File: src/rtl/ws2812b_chain_ctrl.sv
// ws2812b chain driver: fetches NUM_LEDS GRB words over a request/valid
// pixel interface and serialises them MSB-first onto dout with WS2812B
// bit timing, followed by a low latch period and a one-cycle done pulse.
//
// state | meaning
// IDLE  | line low, waiting for start (ignored in the done cycle)
// FETCH | first pixel requested, waiting for pix_valid
// HIGH  | dout high for T1H/T0H of the current bit
// LOW   | dout low for the rest of the bit period; pixel boundary handled here
// LATCH | dout low for LATCH_CYCLES, then done and back to IDLE
module ws2812b_chain_ctrl #(
  parameter int NUM_LEDS     = 8,
  parameter int T0H_CYCLES   = 40,
  parameter int T1H_CYCLES   = 80,
  parameter int BIT_CYCLES   = 125,
  parameter int LATCH_CYCLES = 6000,
  localparam int AW = (NUM_LEDS > 1) ? $clog2(NUM_LEDS) : 1
) (
  input  logic          clk_100MHz,
  input  logic          rst,
  input  logic          start,
  output logic          busy,
  output logic          done,
  output logic          pix_rd,
  output logic [AW-1:0] pix_addr,
  input  logic          pix_valid,
  input  logic [23:0]   pix_data,
  output logic          underrun,
  output logic          dout
);

  localparam int TMR_MAX = (BIT_CYCLES > LATCH_CYCLES) ? BIT_CYCLES : LATCH_CYCLES;
  localparam int TW      = (TMR_MAX > 1) ? $clog2(TMR_MAX) : 1;

  localparam logic [TW-1:0] T1H_M1   = TW'(T1H_CYCLES - 1);
  localparam logic [TW-1:0] T0H_M1   = TW'(T0H_CYCLES - 1);
  localparam logic [TW-1:0] T1L_M1   = TW'(BIT_CYCLES - T1H_CYCLES - 1);
  localparam logic [TW-1:0] T0L_M1   = TW'(BIT_CYCLES - T0H_CYCLES - 1);
  localparam logic [TW-1:0] LATCH_M1 = TW'(LATCH_CYCLES - 1);
  localparam logic [AW-1:0] LAST_PIX = AW'(NUM_LEDS - 1);

  localparam logic [2:0] ST_IDLE  = 3'd0;
  localparam logic [2:0] ST_FETCH = 3'd1;
  localparam logic [2:0] ST_HIGH  = 3'd2;
  localparam logic [2:0] ST_LOW   = 3'd3;
  localparam logic [2:0] ST_LATCH = 3'd4;

  logic [2:0]    state_q, state_d;
  logic          busy_q, busy_d;
  logic          done_q, done_d;
  logic          pix_rd_q, pix_rd_d;
  logic [AW-1:0] pix_addr_q, pix_addr_d;
  logic [AW-1:0] pix_cnt_q, pix_cnt_d;
  logic          pend_q, pend_d;
  logic          underrun_q, underrun_d;
  logic          dout_q, dout_d;
  logic [TW-1:0] tmr_q, tmr_d;
  logic [4:0]    bit_cnt_q, bit_cnt_d;
  logic [23:0]   shift_q, shift_d;
  logic [23:0]   hold_q, hold_d;
  logic          hold_vld_q, hold_vld_d;

  logic          pix_accept;
  logic [23:0]   next_word;

  // Only a valid that answers the single outstanding request is taken.
  assign pix_accept = pend_q & pix_valid;
  // A word arriving exactly on the boundary cycle bypasses the holding register.
  assign next_word  = hold_vld_q ? hold_q : pix_data;

  function automatic logic [TW-1:0] high_m1(input logic b);
    return b ? T1H_M1 : T0H_M1;
  endfunction

  function automatic logic [TW-1:0] low_m1(input logic b);
    return b ? T1L_M1 : T0L_M1;
  endfunction

  // Next-state logic for the sequencer, bit timer and pixel fetch.
  always_comb begin
    state_d    = state_q;
    busy_d     = busy_q;
    done_d     = 1'b0;
    pix_rd_d   = 1'b0;
    pix_addr_d = pix_addr_q;
    pix_cnt_d  = pix_cnt_q;
    pend_d     = pend_q;
    underrun_d = underrun_q;
    dout_d     = dout_q;
    tmr_d      = tmr_q;
    bit_cnt_d  = bit_cnt_q;
    shift_d    = shift_q;
    hold_d     = hold_q;
    hold_vld_d = hold_vld_q;

    if (((state_q == ST_HIGH) || (state_q == ST_LOW)) && pix_accept) begin
      hold_d     = pix_data;
      hold_vld_d = 1'b1;
      pend_d     = 1'b0;
    end

    case (state_q)
      ST_IDLE: begin
        dout_d = 1'b0;
        if (start && !done_q) begin
          state_d    = ST_FETCH;
          busy_d     = 1'b1;
          pix_rd_d   = 1'b1;
          pix_addr_d = '0;
          pix_cnt_d  = '0;
          pend_d     = 1'b1;
          underrun_d = 1'b0;
          bit_cnt_d  = '0;
          hold_vld_d = 1'b0;
        end
      end

      ST_FETCH: begin
        if (pix_accept) begin
          shift_d   = pix_data;
          pend_d    = 1'b0;
          state_d   = ST_HIGH;
          dout_d    = 1'b1;
          bit_cnt_d = '0;
          tmr_d     = high_m1(pix_data[23]);
          if (pix_addr_q < LAST_PIX) begin
            pix_rd_d   = 1'b1;
            pix_addr_d = pix_addr_q + AW'(1);
            pend_d     = 1'b1;
          end
        end
      end

      ST_HIGH: begin
        if (tmr_q == '0) begin
          state_d = ST_LOW;
          dout_d  = 1'b0;
          tmr_d   = low_m1(shift_q[23]);
        end else begin
          tmr_d = tmr_q - TW'(1);
        end
      end

      ST_LOW: begin
        if (tmr_q != '0) begin
          tmr_d = tmr_q - TW'(1);
        end else if (bit_cnt_q != 5'd23) begin
          bit_cnt_d = bit_cnt_q + 5'd1;
          shift_d   = {shift_q[22:0], 1'b0};
          dout_d    = 1'b1;
          tmr_d     = high_m1(shift_q[22]);
          state_d   = ST_HIGH;
        end else if (pix_cnt_q == LAST_PIX) begin
          state_d = ST_LATCH;
          tmr_d   = LATCH_M1;
        end else if (hold_vld_q || pix_accept) begin
          shift_d    = next_word;
          hold_vld_d = 1'b0;
          pend_d     = 1'b0;
          pix_cnt_d  = pix_cnt_q + AW'(1);
          bit_cnt_d  = '0;
          dout_d     = 1'b1;
          tmr_d      = high_m1(next_word[23]);
          state_d    = ST_HIGH;
          if (pix_addr_q < LAST_PIX) begin
            pix_rd_d   = 1'b1;
            pix_addr_d = pix_addr_q + AW'(1);
            pend_d     = 1'b1;
          end
        end else begin
          // Late pixel: drop the rest of the frame; the stale request is
          // forgotten so its eventual valid has no effect.
          underrun_d = 1'b1;
          pend_d     = 1'b0;
          hold_vld_d = 1'b0;
          state_d    = ST_LATCH;
          tmr_d      = LATCH_M1;
        end
      end

      ST_LATCH: begin
        dout_d = 1'b0;
        if (tmr_q == '0) begin
          state_d = ST_IDLE;
          done_d  = 1'b1;
          busy_d  = 1'b0;
        end else begin
          tmr_d = tmr_q - TW'(1);
        end
      end

      default: begin
        state_d = ST_IDLE;
        dout_d  = 1'b0;
        busy_d  = 1'b0;
        pend_d  = 1'b0;
      end
    endcase
  end

  // State registers; reset aborts any frame and forces the line low at once.
  always_ff @(posedge clk_100MHz or posedge rst) begin
    if (rst) begin
      state_q    <= ST_IDLE;
      busy_q     <= 1'b0;
      done_q     <= 1'b0;
      pix_rd_q   <= 1'b0;
      pix_addr_q <= '0;
      pix_cnt_q  <= '0;
      pend_q     <= 1'b0;
      underrun_q <= 1'b0;
      dout_q     <= 1'b0;
      tmr_q      <= '0;
      bit_cnt_q  <= '0;
      shift_q    <= '0;
      hold_q     <= '0;
      hold_vld_q <= 1'b0;
    end else begin
      state_q    <= state_d;
      busy_q     <= busy_d;
      done_q     <= done_d;
      pix_rd_q   <= pix_rd_d;
      pix_addr_q <= pix_addr_d;
      pix_cnt_q  <= pix_cnt_d;
      pend_q     <= pend_d;
      underrun_q <= underrun_d;
      dout_q     <= dout_d;
      tmr_q      <= tmr_d;
      bit_cnt_q  <= bit_cnt_d;
      shift_q    <= shift_d;
      hold_q     <= hold_d;
      hold_vld_q <= hold_vld_d;
    end
  end

  assign busy     = busy_q;
  assign done     = done_q;
  assign pix_rd   = pix_rd_q;
  assign pix_addr = pix_addr_q;
  assign underrun = underrun_q;
  assign dout     = dout_q;

endmodule

File: config.mk
export PLATFORM = sky130hd
export DESIGN_NAME = ws2812b_chain_ctrl
export DESIGN_NICKNAME = d
export VERILOG_FILES = /design/src/rtl/ws2812b_chain_ctrl.sv
export SDC_FILE = /design/constraint.sdc
export NUM_CORES = 1
export LEC_CHECK = 0
export ABC_AREA = 0
export CAP_MARGIN = 5
export CORE_MARGIN = 4
export CORE_UTILIZATION = 49
export DETAILED_ROUTE_END_ITERATION = 10
export GPL_ROUTABILITY_DRIVEN = 0
export GPL_TIMING_DRIVEN = 1
export MAX_ROUTING_LAYER = met4
export PLACE_DENSITY_LB_ADDON = 0.05
export SETUP_SLACK_MARGIN = 0.1
export SYNTH_ARGS = -nofsm -noshare
export SYNTH_HDL_FRONTEND = slang
export SYNTH_SLANG_ARGS = --single-unit
File: constraint.sdc
create_clock -name clk_100MHz -period 6.7 [get_ports clk_100MHz]
set_input_delay 1.675 -clock clk_100MHz [delete_from_list [all_inputs] [get_ports clk_100MHz]]
set_output_delay 1.675 -clock clk_100MHz [all_outputs]
set_load 0.005 [all_outputs]
==> reports/metrics.cfg <==
[run_status]
status = finished, final reports clean

[critical_path]
cp_top_family = compound AO/OA/AOI/OAI gates
cp_slowest_stage_delay_ns = 0.97
cp-start-kind = primary input
arrival_ns = 4.21
cp-end-kind = register
cp_slowest_cell = a31oi_4
crit_fanout = 49
required_ns = 6.89
crit_chain = clkdlybuf4s50_1 -> a21oi_1 -> o21ai_0 -> a31oi_4 -> o21ai_0
reg2reg_depth = 7
crit_buf_inv = 1
cpMostUsedCell = o21ai_0
crit_type = in -> reg
cp.depth = 5

[yosys]
async_reset_ff_share_pct = 100
ys_types = 57
yosys_warnings = 0
synthesis.nets = 499
synth-seq-cells = 82
synth_flop_cell = dfrtp_1
syn-cell-area_mm2 = 0.00442
avgSynthCellArea_um2 = 9.51
syn_inst = 465
synth-seq-area-share_pct = 46.4
synth_edf_count = 0

[layout]
fill_cells = 784
final_util_pct = 57.2
drive_gt1_share_pct = 11.2
multi_input_area_mm2 = 0.00222
antenna_cells = 0
syn_to_final_growth_pct = 13.3
nNetsFinal = 513
seq_area_mm2 = 0.00205

[pwr]
p_per_area_mw_per_mm2 = 424
p_leak_nw = 2.10
ir_drop_mv = 0.201

[cts]
post_cts_resize_count = 0
htree_num_levels = 3
numCtsBuffers = 9
root_buffer = clkbuf_8
clock_latency_ns = 0.36
clock_path_buffers = 2
holdBufCountCts = 0
postCtsSetupBuffers = 0
clock_sinks = 82
cts.clk_slew.worst_paths_ns = 0.08
cts_tree = yes

[sta]
worst_pin_slew_ns = 1.15
fin_crit_ns = 4.03
setup_tns_ns = 0
fmax_mhz = 248
period_share_pct = 60.1
final-setup-viol-count = 0
skew_ns = 0.0120
max-slew-margin-rel_pct = 23.4
final_max_slew_viol_count = 0
rsz0062_at_grt = false
hold_violations = 0
holdWs_ns = 0.478

[global_routing]
grt_use_total_pct = 21.7
antenna_found_initial = 0
grt_max_degree = 83
grt_overflow = 0
grt_pass1_vias = 3620
grt_first_pass_wirelength_um = 17800

[floorplan]
dieHeight_um = 103
rows = 34
start_util_pct = 50.5
fp.coreArea_mm2 = 0.00876
die_w_um = 103
num_io_pins = 36
die_area_mm2 = 0.0106

[routing]
wl_per_cell_um = 17.5
via_per_inst = 6.35
dr_total_vias = 3762
ant_nets = 0
dr.pass1.iters = 4
drc = 0
routed_wl_um = 10400
drt_iter0_drc = 214

[place]
io_buffers = 35
hpwl_um = 6560

[run]
maxCapViolations = 0

[min_path]
holdPathStages = 1
min_path_type = reg -> reg

==> where the power goes <==
part	internal [mW]	switching [mW]
sequential	0.705	0.192
combinational	0.421	0.448
clock	0.173	0.187
==> sequential cells by signal, indices dropped and copies added (netlist names) <==
signal,flops
pix_rd,1
state_q,3
dout,1
done,1
pend_q,1
busy,1
shift_q,24
underrun,1
pix_addr,3
hold_vld_q,1
pix_cnt_q,3
hold_q,24
tmr_q,13
bit_cnt_q,5
==> logic make-up (layout without fill, tap and decap cells) <==
| family | count (synthesis) | count (layout) | share of synthesized area, % |
|---|---|---|---|
| AO/OA/AOI/OAI | 163 | 163 | 24.2 |
| AND/OR/NAND/NOR | 142 | 142 | 16.6 |
| flip-flops | 82 | 82 | 46.4 |
| buffers and inverters | 43 | 62 | 3.87 |
| multiplexers | 26 | 26 | 6.59 |
| adder cells (fa/ha/maj) | 6 | 6 | 1.70 |
| XOR/XNOR | 3 | 3 | 0.594 |
==> layout by cell type (no fill, tap or decap), types with 4 or more instances in the layout <==
cell type	instances
inv_1	5
a21oi_1	23
nand3_1	15
nor3_1	17
nand2b_1	7
nand2_1	39
a221oi_1	4
mux2_2	25
clkdlybuf4s50_1	35
and3_1	5
o22ai_1	24
a22o_1	5
buf_4	5
dfrtp_1	82
o22a_1	23
nor4_1	5
nand4_1	4
nor2_1	24
o211ai_1	4
clkbuf_8	9
a31oi_1	9
o21ai_0	41
ha_1	6
==> per-stage QoR <==
stage	cells	setup slack, ns	instance area, µm²	total power, mW
after floorplan	465	2.92	4420	1.54
after global placement	576	2.50	4820	1.74
after detailed placement	576	2.31	4820	1.77
after CTS	592	2.72	5010	2.13
after global routing	592	2.44	5010	2.31
final	592	2.67	5010	2.12
==> final cells by class <==
class,instances,share of cell area [%]
clock buffer,10,2.55
clock inverter,6,1.30
inverter,6,0.474
multi-input combinational,340,44.3
sequential,82,40.9
tap,108,2.70
timing repair buffer,40,7.74
==> Yosys cell counts (4+ instances only) <==
master	number	area, µm²
mux2_2	25	282
a21oi_1	24	120
a221oi_1	4	35.0
o21ai_0	41	205
clkbuf_1	34	128
o211ai_1	4	30.0
o22ai_1	24	150
ha_1	6	75.1
nand3_1	15	75.1
nand4_1	4	25.0
nor3_1	17	85.1
o22a_1	23	201
nor4_1	5	31.3
nand2_1	39	146
inv_1	6	22.5
nor2_1	24	90.1
a31oi_1	10	62.6
a22o_1	5	43.8
dfrtp_1	82	2050
nand2b_1	7	43.8
and3_1	5	31.3
==> worst paths after layout <==
| check | startpoint | to | slack [ns] |
|---|---|---|---|
| setup reg to reg | tmr_q[0] | tmr_q[6] | 3.21 |
| min in group asynchronous | rst | bit_cnt_q[3] | 1.97 |
| hold reg to reg | busy | busy | 0.48 |
| hold / removal | busy | busy | 0.48 |
| setup / recovery | pix_valid | shift_q[11] | 2.67 |
| max in group asynchronous | rst | shift_q[1] | 4.09 |
==> routing by layer <==
layer | wire, µm | global-route usage (%)
met1 | 4690 | 29.5
met2 | 4940 | 32.9
met3 | 569 | 4.67
met4 | 180 | 6.27
met5 | 0 | -
No activity file was read; power rests on OpenSTA's default activity.
